## config.mk

```make
export PLATFORM = sky130hd
export DESIGN_NAME = iter_alu
export DESIGN_NICKNAME = d
export VERILOG_FILES = /design/src/rtl/alu_pkg.sv /design/src/rtl/alu_mul_iter.sv /design/src/rtl/iter_alu.sv
export SDC_FILE = /design/constraint.sdc
export NUM_CORES = 1
export LEC_CHECK = 0
export BUFFER_PORTS_ARGS = -buffer_cell sky130_fd_sc_hd__clkbuf_2
export CAP_MARGIN = 5
export CORE_MARGIN = 5
export CORE_UTILIZATION = 63
export CTS_CLUSTER_DIAMETER = 120
export DETAILED_ROUTE_END_ITERATION = 12
export PLACE_DENSITY = 0.81
export SETUP_SLACK_MARGIN = 0.05
export SYNTH_ARGS = -nofsm -noshare
export SYNTH_HDL_FRONTEND = slang
export SYNTH_HIERARCHICAL = 1
export SYNTH_SLANG_ARGS = --single-unit
```

## constraint.sdc

```tcl
create_clock -name clk -period 3.81 [get_ports clk]
set_input_delay 0.381 -clock clk [delete_from_list [all_inputs] [get_ports clk]]
set_output_delay 0.381 -clock clk [all_outputs]
set_load 0.01 [all_outputs]
```

## src/rtl/alu_pkg.sv

```systemverilog
// Shared definitions for iter_alu: operation encodings and controller states.
package alu_pkg;

  typedef enum logic [2:0] {
    OP_ADD  = 3'b000,
    OP_ADC  = 3'b001,
    OP_NAND = 3'b010,
    OP_SUB  = 3'b011,
    OP_XOR  = 3'b100,
    OP_MUL  = 3'b101,
    OP_SLL  = 3'b110,
    OP_PASS = 3'b111
  } alu_op_e;

  typedef enum logic [1:0] {
    ST_IDLE = 2'd0,
    ST_EXEC = 2'd1,
    ST_DONE = 2'd2
  } state_e;

endpackage

```

## src/rtl/alu_mul_iter.sv

```systemverilog
// Iterative shift-add multiplier, one multiplier bit per cycle.
// Ports: clk, rst_n (async active-low); start_i loads a_i/b_i and processes
// bit 0 on the same edge; done_o pulses for one cycle once all WIDTH bits are
// consumed, with product_o (low WIDTH bits) and overflow_o (high half nonzero)
// valid from that cycle until the next start.
module alu_mul_iter #(
  parameter int unsigned WIDTH = 16
) (
  input  logic             clk,
  input  logic             rst_n,
  input  logic             start_i,
  input  logic [WIDTH-1:0] a_i,
  input  logic [WIDTH-1:0] b_i,
  output logic             done_o,
  output logic [WIDTH-1:0] product_o,
  output logic             overflow_o
);

  localparam int unsigned PW = 2 * WIDTH;
  localparam int unsigned CW = $clog2(WIDTH);

  logic [PW-1:0]    acc_q, mcand_q, acc_step;
  logic [WIDTH-1:0] mplier_q;
  logic [CW-1:0]    cnt_q;
  logic             busy_q, done_q, ovf_q;

  // Partial-product accumulation for the current multiplier bit.
  assign acc_step = acc_q + (mplier_q[0] ? mcand_q : '0);

  // Datapath registers; cnt_q counts bits already consumed.
  always_ff @(posedge clk or negedge rst_n) begin
    if (!rst_n) begin
      acc_q    <= '0;
      mcand_q  <= '0;
      mplier_q <= '0;
      cnt_q    <= '0;
      busy_q   <= 1'b0;
      done_q   <= 1'b0;
      ovf_q    <= 1'b0;
    end else begin
      done_q <= 1'b0;
      if (start_i) begin
        acc_q    <= b_i[0] ? PW'(a_i) : '0;
        mcand_q  <= PW'(a_i) << 1;
        mplier_q <= b_i >> 1;
        cnt_q    <= CW'(1);
        busy_q   <= 1'b1;
      end else if (busy_q) begin
        acc_q    <= acc_step;
        mcand_q  <= mcand_q << 1;
        mplier_q <= mplier_q >> 1;
        cnt_q    <= cnt_q + CW'(1);
        if (cnt_q == CW'(WIDTH - 1)) begin
          busy_q <= 1'b0;
          done_q <= 1'b1;
          ovf_q  <= |acc_step[PW-1:WIDTH];
        end
      end
    end
  end

  assign done_o     = done_q;
  assign product_o  = acc_q[WIDTH-1:0];
  assign overflow_o = ovf_q;

endmodule

```

## src/rtl/iter_alu.sv

```systemverilog
// Multi-cycle ALU with valid/ready handshakes on both sides.
// Ports: clk, rst_n (async active-low); in_valid/in_ready request handshake
// with operands a, b and alu_op; out_valid/out_ready result handshake with
// result, carry and zero held from completion until the next completion.
// Single-cycle ops finish on the accepting edge; MUL takes WIDTH cycles in
// EXEC, SLL takes one cycle per shift position.
module iter_alu
  import alu_pkg::*;
#(
  parameter int unsigned WIDTH = 16,
  parameter int unsigned SHW   = $clog2(WIDTH)
) (
  input  logic             clk,
  input  logic             rst_n,
  input  logic             in_valid,
  output logic             in_ready,
  input  logic [WIDTH-1:0] a,
  input  logic [WIDTH-1:0] b,
  input  logic [2:0]       alu_op,
  output logic             out_valid,
  input  logic             out_ready,
  output logic [WIDTH-1:0] result,
  output logic             carry,
  output logic             zero
);

  state_e           state_q, state_d;
  alu_op_e          op_q, op_d, op_in;
  logic [WIDTH-1:0] result_q, result_d, sh_q, sh_d;
  logic             carry_q, carry_d, zero_q, zero_d;
  logic [SHW-1:0]   cnt_q, cnt_d, shamt;
  logic             upd, mul_start, mul_done, mul_ovf;
  logic [WIDTH-1:0] mul_prod;
  logic [WIDTH:0]   add_sum, adc_sum, sub_sum;

  assign op_in = alu_op_e'(alu_op);
  assign shamt = b[SHW-1:0];

  // Carry-out sums; SUB via A + ~B + 1 so the carry-out means "no borrow".
  assign add_sum = {1'b0, a} + {1'b0, b};
  assign adc_sum = add_sum + (WIDTH+1)'(carry_q);
  assign sub_sum = {1'b0, a} + {1'b0, ~b} + (WIDTH+1)'(1);

  alu_mul_iter #(.WIDTH(WIDTH)) u_mul (
    .clk       (clk),
    .rst_n     (rst_n),
    .start_i   (mul_start),
    .a_i       (a),
    .b_i       (b),
    .done_o    (mul_done),
    .product_o (mul_prod),
    .overflow_o(mul_ovf)
  );

  // Controller state and result registers.
  always_ff @(posedge clk or negedge rst_n) begin
    if (!rst_n) begin
      state_q  <= ST_IDLE;
      op_q     <= OP_ADD;
      result_q <= '0;
      carry_q  <= 1'b0;
      zero_q   <= 1'b0;
      sh_q     <= '0;
      cnt_q    <= '0;
    end else begin
      state_q  <= state_d;
      op_q     <= op_d;
      result_q <= result_d;
      carry_q  <= carry_d;
      zero_q   <= zero_d;
      sh_q     <= sh_d;
      cnt_q    <= cnt_d;
    end
  end

  // Next-state and result computation; flags change only when upd is set.
  always_comb begin
    state_d   = state_q;
    op_d      = op_q;
    result_d  = result_q;
    carry_d   = carry_q;
    zero_d    = zero_q;
    sh_d      = sh_q;
    cnt_d     = cnt_q;
    upd       = 1'b0;
    mul_start = 1'b0;
    case (state_q)
      ST_IDLE: begin
        if (in_valid) begin
          op_d    = op_in;
          state_d = ST_DONE;
          upd     = 1'b1;
          case (op_in)
            OP_ADD:  {carry_d, result_d} = add_sum;
            OP_ADC:  {carry_d, result_d} = adc_sum;
            OP_NAND: begin result_d = ~(a & b); carry_d = 1'b0; end
            OP_SUB:  {carry_d, result_d} = sub_sum;
            OP_XOR:  begin result_d = a ^ b;    carry_d = 1'b0; end
            OP_PASS: begin result_d = a;        carry_d = 1'b0; end
            OP_MUL: begin
              mul_start = 1'b1;
              state_d   = ST_EXEC;
              upd       = 1'b0;
            end
            OP_SLL: begin
              if (shamt == '0) begin
                result_d = a;
                carry_d  = 1'b0;
              end else begin
                sh_d    = a;
                cnt_d   = shamt;
                state_d = ST_EXEC;
                upd     = 1'b0;
              end
            end
          endcase
        end
      end
      ST_EXEC: begin
        if (op_q == OP_MUL) begin
          if (mul_done) begin
            result_d = mul_prod;
            carry_d  = mul_ovf;
            upd      = 1'b1;
            state_d  = ST_DONE;
          end
        end else begin
          // One position per cycle; the final step's shifted-out bit is the carry.
          sh_d  = {sh_q[WIDTH-2:0], 1'b0};
          cnt_d = cnt_q - SHW'(1);
          if (cnt_q == SHW'(1)) begin
            result_d = {sh_q[WIDTH-2:0], 1'b0};
            carry_d  = sh_q[WIDTH-1];
            upd      = 1'b1;
            state_d  = ST_DONE;
          end
        end
      end
      ST_DONE: begin
        if (out_ready) state_d = ST_IDLE;
      end
      default: state_d = ST_IDLE;
    endcase
    if (upd) zero_d = (result_d == '0);
  end

  assign in_ready  = (state_q == ST_IDLE);
  assign out_valid = (state_q == ST_DONE);
  assign result    = result_q;
  assign carry     = carry_q;
  assign zero      = zero_q;

endmodule

```

==> results.toml, run 1 <==
[placed_design]
gp_congestion = 1.00
place_area_um2 = 12700
dp_cells = 1729
dp_hpwl_um = 28200
numPortBuffers = 58

[clocking]
ctsHoldBuffers = 0
cts_tree = "done"
clk_pin_slew_ps = 60
clock-sinks = 128
clock_latency_ps = 430
cts_inserted_buffers = 17
cts-htree-levels = 4
clockBufferDepth = 2
cts_root_buffer = "clkbuf_16"

[timing]
tightest_slew_ps = 1040
slew_headroom = 0.308
clock_skew_ps = 17.9
post-route-min-period_ps = 3720
finalSetupViolCount = 0
rsz0062_at_grt = "yes"
fin_crit_sh = 0.975
final_max_slew_viol_count = 0
hold_viol = 0
max_clock_freq_mhz = 269

[synth]
synthFlopType = "dfrtp_1"
synthCells = 1407
syn_area_um2 = 11500
synth_nets = 1516
async_flop_share = 1.00
avgSynthCellArea_um2 = 8.18
yosysSeqAreaShare = 0.278
synth_edf_count = 0
synth_cell_types = 104
yosysWarnings = 6
yosys_register_bits = 128

[detailed_routing]
drc = 0
dr.pass1.iters = 8
viasPerCell = 6.70
vias = 11800
drtAntennaViolNets = 0
drtIter0Drc = 1370
totalWireLength_um = 38200
post_drt_wl_per_cell_um = 21.6

[worst_setup_path]
max_stage_delay_ps = 560
crit_path_end_kind = "register"
cp_max_fo = 3
arrival_ps = 4040
required_ps = 4140
cp-start-kind = "register"
worstSetupPathType = "register to register"
crit_chain = "inv_2 > ha_4 > nor3b_4 > nand2_2 > a221o_1 > a222oi_1 > buf_4 > o311ai_4 > or4_1 > or4b_4 > nor4_4 > o2111ai_2 > o31ai_2"
crit_path_top_delay_cell = "or4_1"

[cells_and_area]
layout_commonest_cell = "buf_4"
design_area_um2 = 13400
drive_above_1_share = 0.186
final_cell_count_no_fill = 1764
area_delta_synth_final_pct = 16.6
mostFrequentLayoutCells = "buf_4 (137), nand2_1 (129), dfrtp_1 (127), nor2_1 (106), o21ai_0 (106)"
fin_nets = 1631
antenna_cells = 0

[die]
die_h_um = 145
core_um2 = 18000
io_pins = 59
chipWidth_um = 145
num_rows = 49
dieArea_um2 = 21100
start_util = 0.641

[global_route]
antenna_found_initial = 0
grt_pass1_wl_um = 60100
grt_pass1_vias = 11100
track_usage = 0.347
grt_max_degree = 112
grt-ovfl-total = 0

[power_and_ir_drop]
ir_drop_v = 0.000727
power_leakage_nw = 6.16
p_per_area_nw_per_um2 = 695

[run_status]
status = "finished, final reports clean"

[hold_path]
hp-class = "input port to asynchronous set/reset pin"

[flow_run]
drv_cap = 0
-- power by group --
group | switching (mW) | internal [mW] | total, mW
Sequential | 0.565 | 1.98 | 2.54
Combinational | 2.97 | 2.10 | 5.07
Clock | 0.709 | 1.00 | 1.71
-- Yosys cell counts, types with 7 or more instances --
cell type  count  area [um^2]
nand2_1      130          488
mux2i_1       96          961
o21bai_1       9         67.6
a211oi_1      13         97.6
dfrtp_1      128         3200
nand4_1       10         62.6
o221ai_1       9         78.8
o21a_1         7         52.6
inv_1         54          203
a21oi_1       83          415
nor2b_1       16          100
or3_1         15         93.8
o211ai_1      20          150
nor4_1        18          113
xor2_1        15          131
a22oi_1       12         90.1
nor3_1        31          155
a221oi_1       7         61.3
a21o_1        15          113
clkbuf_1      66          248
buf_4         16          120
o21ai_0      106          531
nor3b_1        7         52.6
o22ai_1        8         50.1
xnor2_1       27          236
ha_1          67          838
a31oi_1       11         68.8
buf_1         11         41.3
and2_1        40          250
o31ai_1       14          105
nand2b_1      27          169
nand3_1       48          240
nor2_1       107          402
o31a_1         8         70.1
-- worst paths after layout --
| kind | from | endpoint | slack (ps) | cells past startpoint |
|---|---|---|---|---|
| worst max-delay path | cnt_q[1] | zero | 90 | 13 |
| worst min-delay path | rst_n | u_mul/mcand_q[20] | 70 | 1 |
| max in group asynchronous | rst_n | u_mul/acc_q[4] | 2790 | 2 |
| worst max register to register | cnt_q[1] | zero | 90 | 13 |
| min in group clk | out_ready | state_q[1] | 150 | 2 |
| worst min register to register | result[0] | result[0] | 500 | 1 |
-- flip-flops by register name, summed over array words and instances (netlist names) --
name	cells
u_mul/acc_q	32
u_mul/mcand_q	31
result	16
sh_q	16
u_mul/mplier_q	15
cnt_q	4
u_mul/cnt_q	4
op_q	3
state_q	2
carry	1
u_mul/busy_q	1
u_mul/done_o	1
u_mul/overflow_o	1
zero	1
-- routing by layer --
metal  up-vias  wire (um)  track usage
li1       5403          -            -
met1      5696      16600        0.512
met2       614      16800        0.520
met3        98       3550       0.0645
met4         0       1170        0.106
met5         -          0            0
-- timing repair --
item	CTS	global route
endpoints found under the setup margin	0	3
buffers inserted	0	3
resized for setup	0	18
-- cell type report --
class	instances	area (um^2)
clock buffers	17	425
flip-flops and latches	128	3210
well taps	229	287
clock inverters	15	186
inverters	56	210
multi-input cells	1122	7740
fillers	1356	4540
repair buffers	197	1370
-- cell families (layout without fill, tap and decap cells) --
family,after synthesis,after routing,synth area share
muxes,102,102,0.0903
and+or+nand+nor,495,495,0.218
adders and majority gates,70,70,0.0780
AOI/OAI and AO/OA,412,412,0.243
DFF,128,128,0.278
buffers and inverters,157,285,0.0586
xor gates and xnor gates,43,43,0.0339
-- worst max-delay path, delay by kind of cell (launching register included) --
| kind | cells | cell delay [ps] |
|---|---|---|
| flops | 1 | 410 |
| simple gates | 5 | 1650 |
| fa+ha+maj | 1 | 110 |
| buf+inv | 2 | 280 |
| compound gates | 5 | 1150 |
-- through the flow --
| stage | hold WS (ps) | total power, mW | setup TNS, ps | setup slack (ps) | utilization |
|---|---|---|---|---|---|
| global route | 158 | 9.90 | -3.80 | -3.80 | 0.747 |
| floorplan | 85.4 | 5.96 | 0 | 232 | - |
| CTS | 146 | 9.10 | 0 | 51.4 | 0.741 |
| detailed placement | 469 | 7.32 | -383 | -266 | 0.707 |
| global placement | 465 | 7.14 | -113 | -113 | 0.707 |
| finish | 70.4 | 9.32 | 0 | 94.9 | 0.747 |
Power figures use the tool's default switching activity.
==> inputs of run 2 (changes only) <==
--- a/config.mk
+++ b/config.mk
@@ -8,10 +8,10 @@
 export BUFFER_PORTS_ARGS = -buffer_cell sky130_fd_sc_hd__clkbuf_2
 export CAP_MARGIN = 5
 export CORE_MARGIN = 5
-export CORE_UTILIZATION = 63
+export CORE_UTILIZATION = 65
 export CTS_CLUSTER_DIAMETER = 120
 export DETAILED_ROUTE_END_ITERATION = 12
-export PLACE_DENSITY = 0.81
+export PLACE_DENSITY = 0.83
 export SETUP_SLACK_MARGIN = 0.05
 export SYNTH_ARGS = -nofsm -noshare
 export SYNTH_HDL_FRONTEND = slang
==> constraint.sdc (replaced) <==
create_clock -name clk -period 4.75 [get_ports clk]
set_input_delay 0.475 -clock clk [delete_from_list [all_inputs] [get_ports clk]]
set_output_delay 0.475 -clock clk [all_outputs]
set_load 0.01 [all_outputs]
==> run 2 against run 1 <==
Clock power shrank 27%. Core utilization shrank 3.4 points. Register-to-register slack gained 770 ps. Clock skew shrank 9.5 ps. Cell count shrank 6.7%. Largest cell class unchanged.
==> results.toml, run 2 (synthesized netlist as in run 1, its figures left out) <==
[detailed_routing]
drc = 0
post_drt_wl_per_cell_um = 22.1
drtAntennaViolNets = 0
vias = 11300
viasPerCell = 6.89
totalWireLength_um = 36300
dr.pass1.iters = 7
drtIter0Drc = 1379

[worst_setup_path]
cp_max_fo = 11
required_ps = 5070
arrival_ps = 4350
cp-start-kind = "input port"
critPathLaunch = "a[7]"
crit_path_end_kind = "register"
worstSetupPathType = "input port to register"
reg2reg_from = "state_q[0]"

[timing]
clock_skew_ps = 8.43
hold_ws_ps = 103
finalSetupViolCount = 0
tightest_slew_ps = 983
fin_setup_tns_ps = 0
rsz0062_at_grt = "no"
hold_viol = 0
final_max_slew_viol_count = 0
post-route-min-period_ps = 4040
slew_headroom = 0.342
fin_crit_sh = 0.850
max_clock_freq_mhz = 248

[cells_and_area]
antenna_cells = 0
area_delta_synth_final_pct = 7.49
final_util = 0.713
layout_commonest_cell = "nand2_1"
largest_reg_flops = 32
mostFrequentLayoutCells = "nand2_1 (130), dfrtp_1 (127), nor2_1 (106), o21ai_0 (106), mux2i_1 (96)"
top_regs = "u_mul/acc_q x32, u_mul/mcand_q x31"
drive_above_1_share = 0.111
n_fill_cell = 1429
fin_nets = 1517
regMostFlops = "u_mul/acc_q"

[power_and_ir_drop]
power_frac_comb = 0.525
power.total_mw = 7.05
p_clk_frac = 0.177
switching_share = 0.464
ir_drop_v = 0.000465
power_leakage_nw = 5.54
p_per_area_nw_per_um2 = 570
internal-power_mw = 3.78
p_switching_mw = 3.27
seqPwrFrac = 0.299

[global_route]
grt_max_degree = 86
grt_pass1_wl_um = 57600
grt_pass1_vias = 10600
grt-ovfl-total = 0
antenna_found_initial = 1
track_usage = 0.354

[die]
core_um2 = 17400
dieArea_um2 = 20500
num_rows = 48
io_pins = 59
chipWidth_um = 143
die_h_um = 143
start_util = 0.663

[clocking]
clk_pin_slew_ps = 60
cts_tree = "done"
cts-resized-gates = 0
cts_setup_buffers = 0
cts_inserted_buffers = 17
clockBufferDepth = 2
cts_root_buffer = "clkbuf_16"
clock-sinks = 128
cts-htree-levels = 4
clock_latency_ps = 430
ctsHoldBuffers = 0

[flow_run]
drv_cap = 0

[placed_design]
gp_congestion = 1.03
numPortBuffers = 58
dp_hpwl_um = 26500

[run_status]
status = "finished, final reports clean"

[hold_path]
hp-class = "input port to asynchronous set/reset pin"
[run 2: final timing paths]
kind	endpoint	slack, ps	cells past startpoint
worst max-delay path	result[15]	710	13
worst min register to register	result[0]	490	1
worst max register to register	zero	860	11
max in group asynchronous	state_q[1]	3540	2
min in group clk	state_q[1]	240	2
worst min-delay path	u_mul/acc_q[18]	100	1
[run 2: critical path: stages]
cell and delay [ps]:
clkbuf_2 160, ha_1 480, nor3_1 420, nand2_1 130, o31ai_1 610, o21ai_1 220
a211o_1 380, a2111oi_0 430, buf_4 200, a2111oi_0 100, nor3_1 390, o22ai_1 150
a21o_1 200
[run 2: per-layer routing]
| metal | wire length [um] | track usage | vias up | part of all wire |
|---|---|---|---|---|
| li1 | - | - | 5168 | - |
| met1 | 15500 | 0.510 | 5440 | 0.43 |
| met2 | 15900 | 0.540 | 648 | 0.44 |
| met3 | 4000 | 0.0797 | 87 | 0.11 |
| met4 | 939 | 0.0965 | 2 | 0.026 |
| met5 | 15 | 0 | - | 0.00041 |
[run 2: cell type report]
| type | instances | area (um^2) | area share |
|---|---|---|---|
| multi-input cells | 1122 | 7650 | 0.618 |
| flip-flops and latches | 128 | 3210 | 0.259 |
| repair buffers | 83 | 484 | 0.0391 |
| clock buffers | 17 | 425 | 0.0344 |
| well taps | 225 | 282 | 0.0227 |
| inverters | 56 | 210 | 0.0170 |
| clock inverters | 15 | 124 | 0.0100 |
[run 2: power by group through the flow]
stage	Clock (mW)	Combinational [mW]	Sequential, mW
floorplan	0	2.89	1.90
global placement	0	3.46	2.08
detailed placement	0	3.57	2.09
CTS	1.25	3.61	2.09
global route	1.30	4.05	2.16
finish	1.25	3.70	2.11
[run 2: metrics by stage]
stage,cell area [um^2],setup slack (ps),cells
after global routing,12400,510,1646
after floorplan,11500,1080,1407
after CTS,12400,872,1646
after global placement,11800,501,1614
after detailed placement,11800,466,1614
final,12400,713,1646
==> inputs of run 3 (changes only) <==
--- a/config.mk
+++ b/config.mk
@@ -8,10 +8,10 @@
 export BUFFER_PORTS_ARGS = -buffer_cell sky130_fd_sc_hd__clkbuf_2
 export CAP_MARGIN = 5
 export CORE_MARGIN = 5
-export CORE_UTILIZATION = 65
+export CORE_UTILIZATION = 57
 export CTS_CLUSTER_DIAMETER = 120
 export DETAILED_ROUTE_END_ITERATION = 12
-export PLACE_DENSITY = 0.83
+export PLACE_DENSITY = 0.77
 export SETUP_SLACK_MARGIN = 0.05
 export SYNTH_ARGS = -nofsm -noshare
 export SYNTH_HDL_FRONTEND = slang
==> constraint.sdc (replaced) <==
create_clock -name clk -period 3.5 [get_ports clk]
set_input_delay 0.35 -clock clk [delete_from_list [all_inputs] [get_ports clk]]
set_output_delay 0.35 -clock clk [all_outputs]
set_load 0.01 [all_outputs]
==> run 3 against run 2 <==
Global-route usage is 2.6 points lower. Combinational power is 76% higher. Worst setup slack worse by 850 ps. Sequential share of layout area decreased by 3.8 points. Flip-flop and latch count unchanged. The run now ends with negative setup slack left. Clock power increased by 44%. Largest power group unchanged. Clock-buffer cell count unchanged. Core utilization increased by 1.2 points. Non-clock buffer count is 218 higher. Sequential power rose by 31%. Power rose by 57%. Largest cell class unchanged.
==> results.toml, run 3 (synthesized netlist as in run 1, its figures left out) <==
[worst_setup_path]
cp-start-kind = "register"
crit_path_top_delay_cell = "or4_1"
required_ps = 3830
path_delay_family = "simple AND/OR/NAND/NOR gates"
arrival_ps = 3960
cp_max_fo = 4
crit_path_end_kind = "register"
worstSetupPathType = "register to register"
max_stage_delay_ps = 520
crit_chain = "inv_2 > ha_1 > nor3b_4 > buf_4 > a21oi_1 > a21o_1 > a2111o_1 > o2bb2ai_1 > or4_1 > or4b_4 > nor4_4 > o2111ai_2 > o31ai_2"
cp.buffers_inverters = 2

[detailed_routing]
post_drt_wl_per_cell_um = 21.4
wl_met1_um = 18000
vias = 12100
drtAntennaViolNets = 0
met3RoutedLength_um = 3400
drtIter0Drc = 1292
routed.top_layer = "met5"
totalWireLength_um = 40800
drc = 0
route.met2.wl_um = 18300
viasPerCell = 6.36
dr.pass1.iters = 6

[global_route]
grt_pass1_vias = 11300
grt_max_degree = 131
grt-ovfl-total = 0
antenna_found_initial = 1
track_usage = 0.328
grt_pass1_wl_um = 61500

[cells_and_area]
antenna_cells = 0
mostFrequentLayoutCells = "buf_4 (235), nand2_1 (130), dfrtp_1 (127), nor2_1 (105), o21ai_0 (102)"
fin_nets = 1735
regMostFlops = "u_mul/acc_q"
drive_above_1_share = 0.261
area_delta_synth_final_pct = 26.2
n_fill_cell = 1540
multi_input_area_um2 = 8020
layout_commonest_cell = "buf_4"
top_regs = "u_mul/acc_q x32, u_mul/mcand_q x31"
seqCellArea_um2 = 3210
largest_reg_flops = 32

[placed_design]
dp_worst_setup_slack_ps = -487
dp_hpwl_um = 30400
gp_congestion = 0.941
numPortBuffers = 58

[timing]
hold_viol = 0
tightest_slew_ps = 831
fin_crit_sh = 1.04
max_clock_freq_mhz = 275
post-route-min-period_ps = 3640
finalSetupViolCount = 1
final_max_slew_viol_count = 0
slew_headroom = 0.446
finalWorstSetupSlack_ps = -137
clock_skew_ps = 18.4
hold_ws_ps = 119
rsz0062_at_grt = "yes"

[die]
die_h_um = 152
chipWidth_um = 152
num_rows = 52
start_util = 0.575
core_um2 = 20000
io_pins = 59
dieArea_um2 = 23100

[run_status]
status = "finished, violations left"
violations = "negative setup slack"

[clocking]
clk_pin_slew_ps = 60
clock-sinks = 128
clockBufferDepth = 2
cts_inserted_buffers = 17
cts_root_buffer = "clkbuf_16"
cts_tree = "done"
clock_latency_ps = 430
cts-htree-levels = 4

[power_and_ir_drop]
p_per_area_nw_per_um2 = 763
power_leakage_nw = 6.69
ir_drop_v = 0.000568

[hold_path]
hp-class = "input port to register"

[flow_run]
drv_cap = 0
[run 3: cell count changes in the layout (fill, tap and decap cells not counted), moves of 4 or more]
cell     delta
buf_4     +210
ha_1       -10
a21oi_1     -7
ha_4        +7
a21oi_2     +5
inv_8       +4
o21ai_0     -4
xnor2_1     -4
xnor2_2     +4
[run 3: path summary, 6_finish.rpt]
path                           start                 to  slack (ps)  cells past startpoint
setup / recovery            cnt_q[1]               zero        -140                     13
hold / removal             out_ready         state_q[1]         120                      2
hold reg to reg            result[0]          result[0]         500                      1
setup reg to reg            cnt_q[1]               zero        -140                     13
min in group asynchronous      rst_n  u_mul/mcand_q[21]         520                      2
max in group asynchronous      rst_n            sh_q[9]        2230                      3
[run 3: layout make-up]
type / instances / share of cell area
inverters: 56 / 0.0145
repair buffers: 301 / 0.149
flip-flops and latches: 128 / 0.221
multi-input cells: 1122 / 0.552
well taps: 270 / 0.0232
clock inverters: 15 / 0.0115
clock buffers: 17 / 0.0293
[run 3: per-layer routing]
metal,vias to the layer above,track usage
met5,-,0
met4,2,0.102
met3,75,0.0494
met2,578,0.494
met1,5866,0.487
li1,5621,-
[run 3: power breakdown]
| part | internal (mW) | switching, mW | total [mW] |
|---|---|---|---|
| logic | 2.93 | 3.58 | 6.51 |
| registers | 2.15 | 0.613 | 2.77 |
| clock network | 1.02 | 0.786 | 1.80 |
| total | 6.10 | 4.98 | 11.1 |
[run 3: per-stage QoR]
step | total power, mW | util | instance area (um^2) | setup TNS (ps) | cells
after floorplan | 6.49 | - | 11500 | 0 | 1407
after global placement | 8.40 | 0.675 | 13500 | -1750 | 1869
after detailed placement | 8.56 | 0.675 | 13500 | -2180 | 1869
after CTS | 10.5 | 0.707 | 14200 | -148 | 1903
after global routing | 11.8 | 0.725 | 14500 | -257 | 1909
final | 11.1 | 0.725 | 14500 | -137 | 1909
[run 3: timing repair]
action,4_1_cts,5_1_grt
endpoints found under the hold margin,37,0
setup buffers,1,5
resized for setup,7,64
setup endpoints to repair,3,8
pin swaps,3,28
hold buffers,1,0
gates cloned,0,1
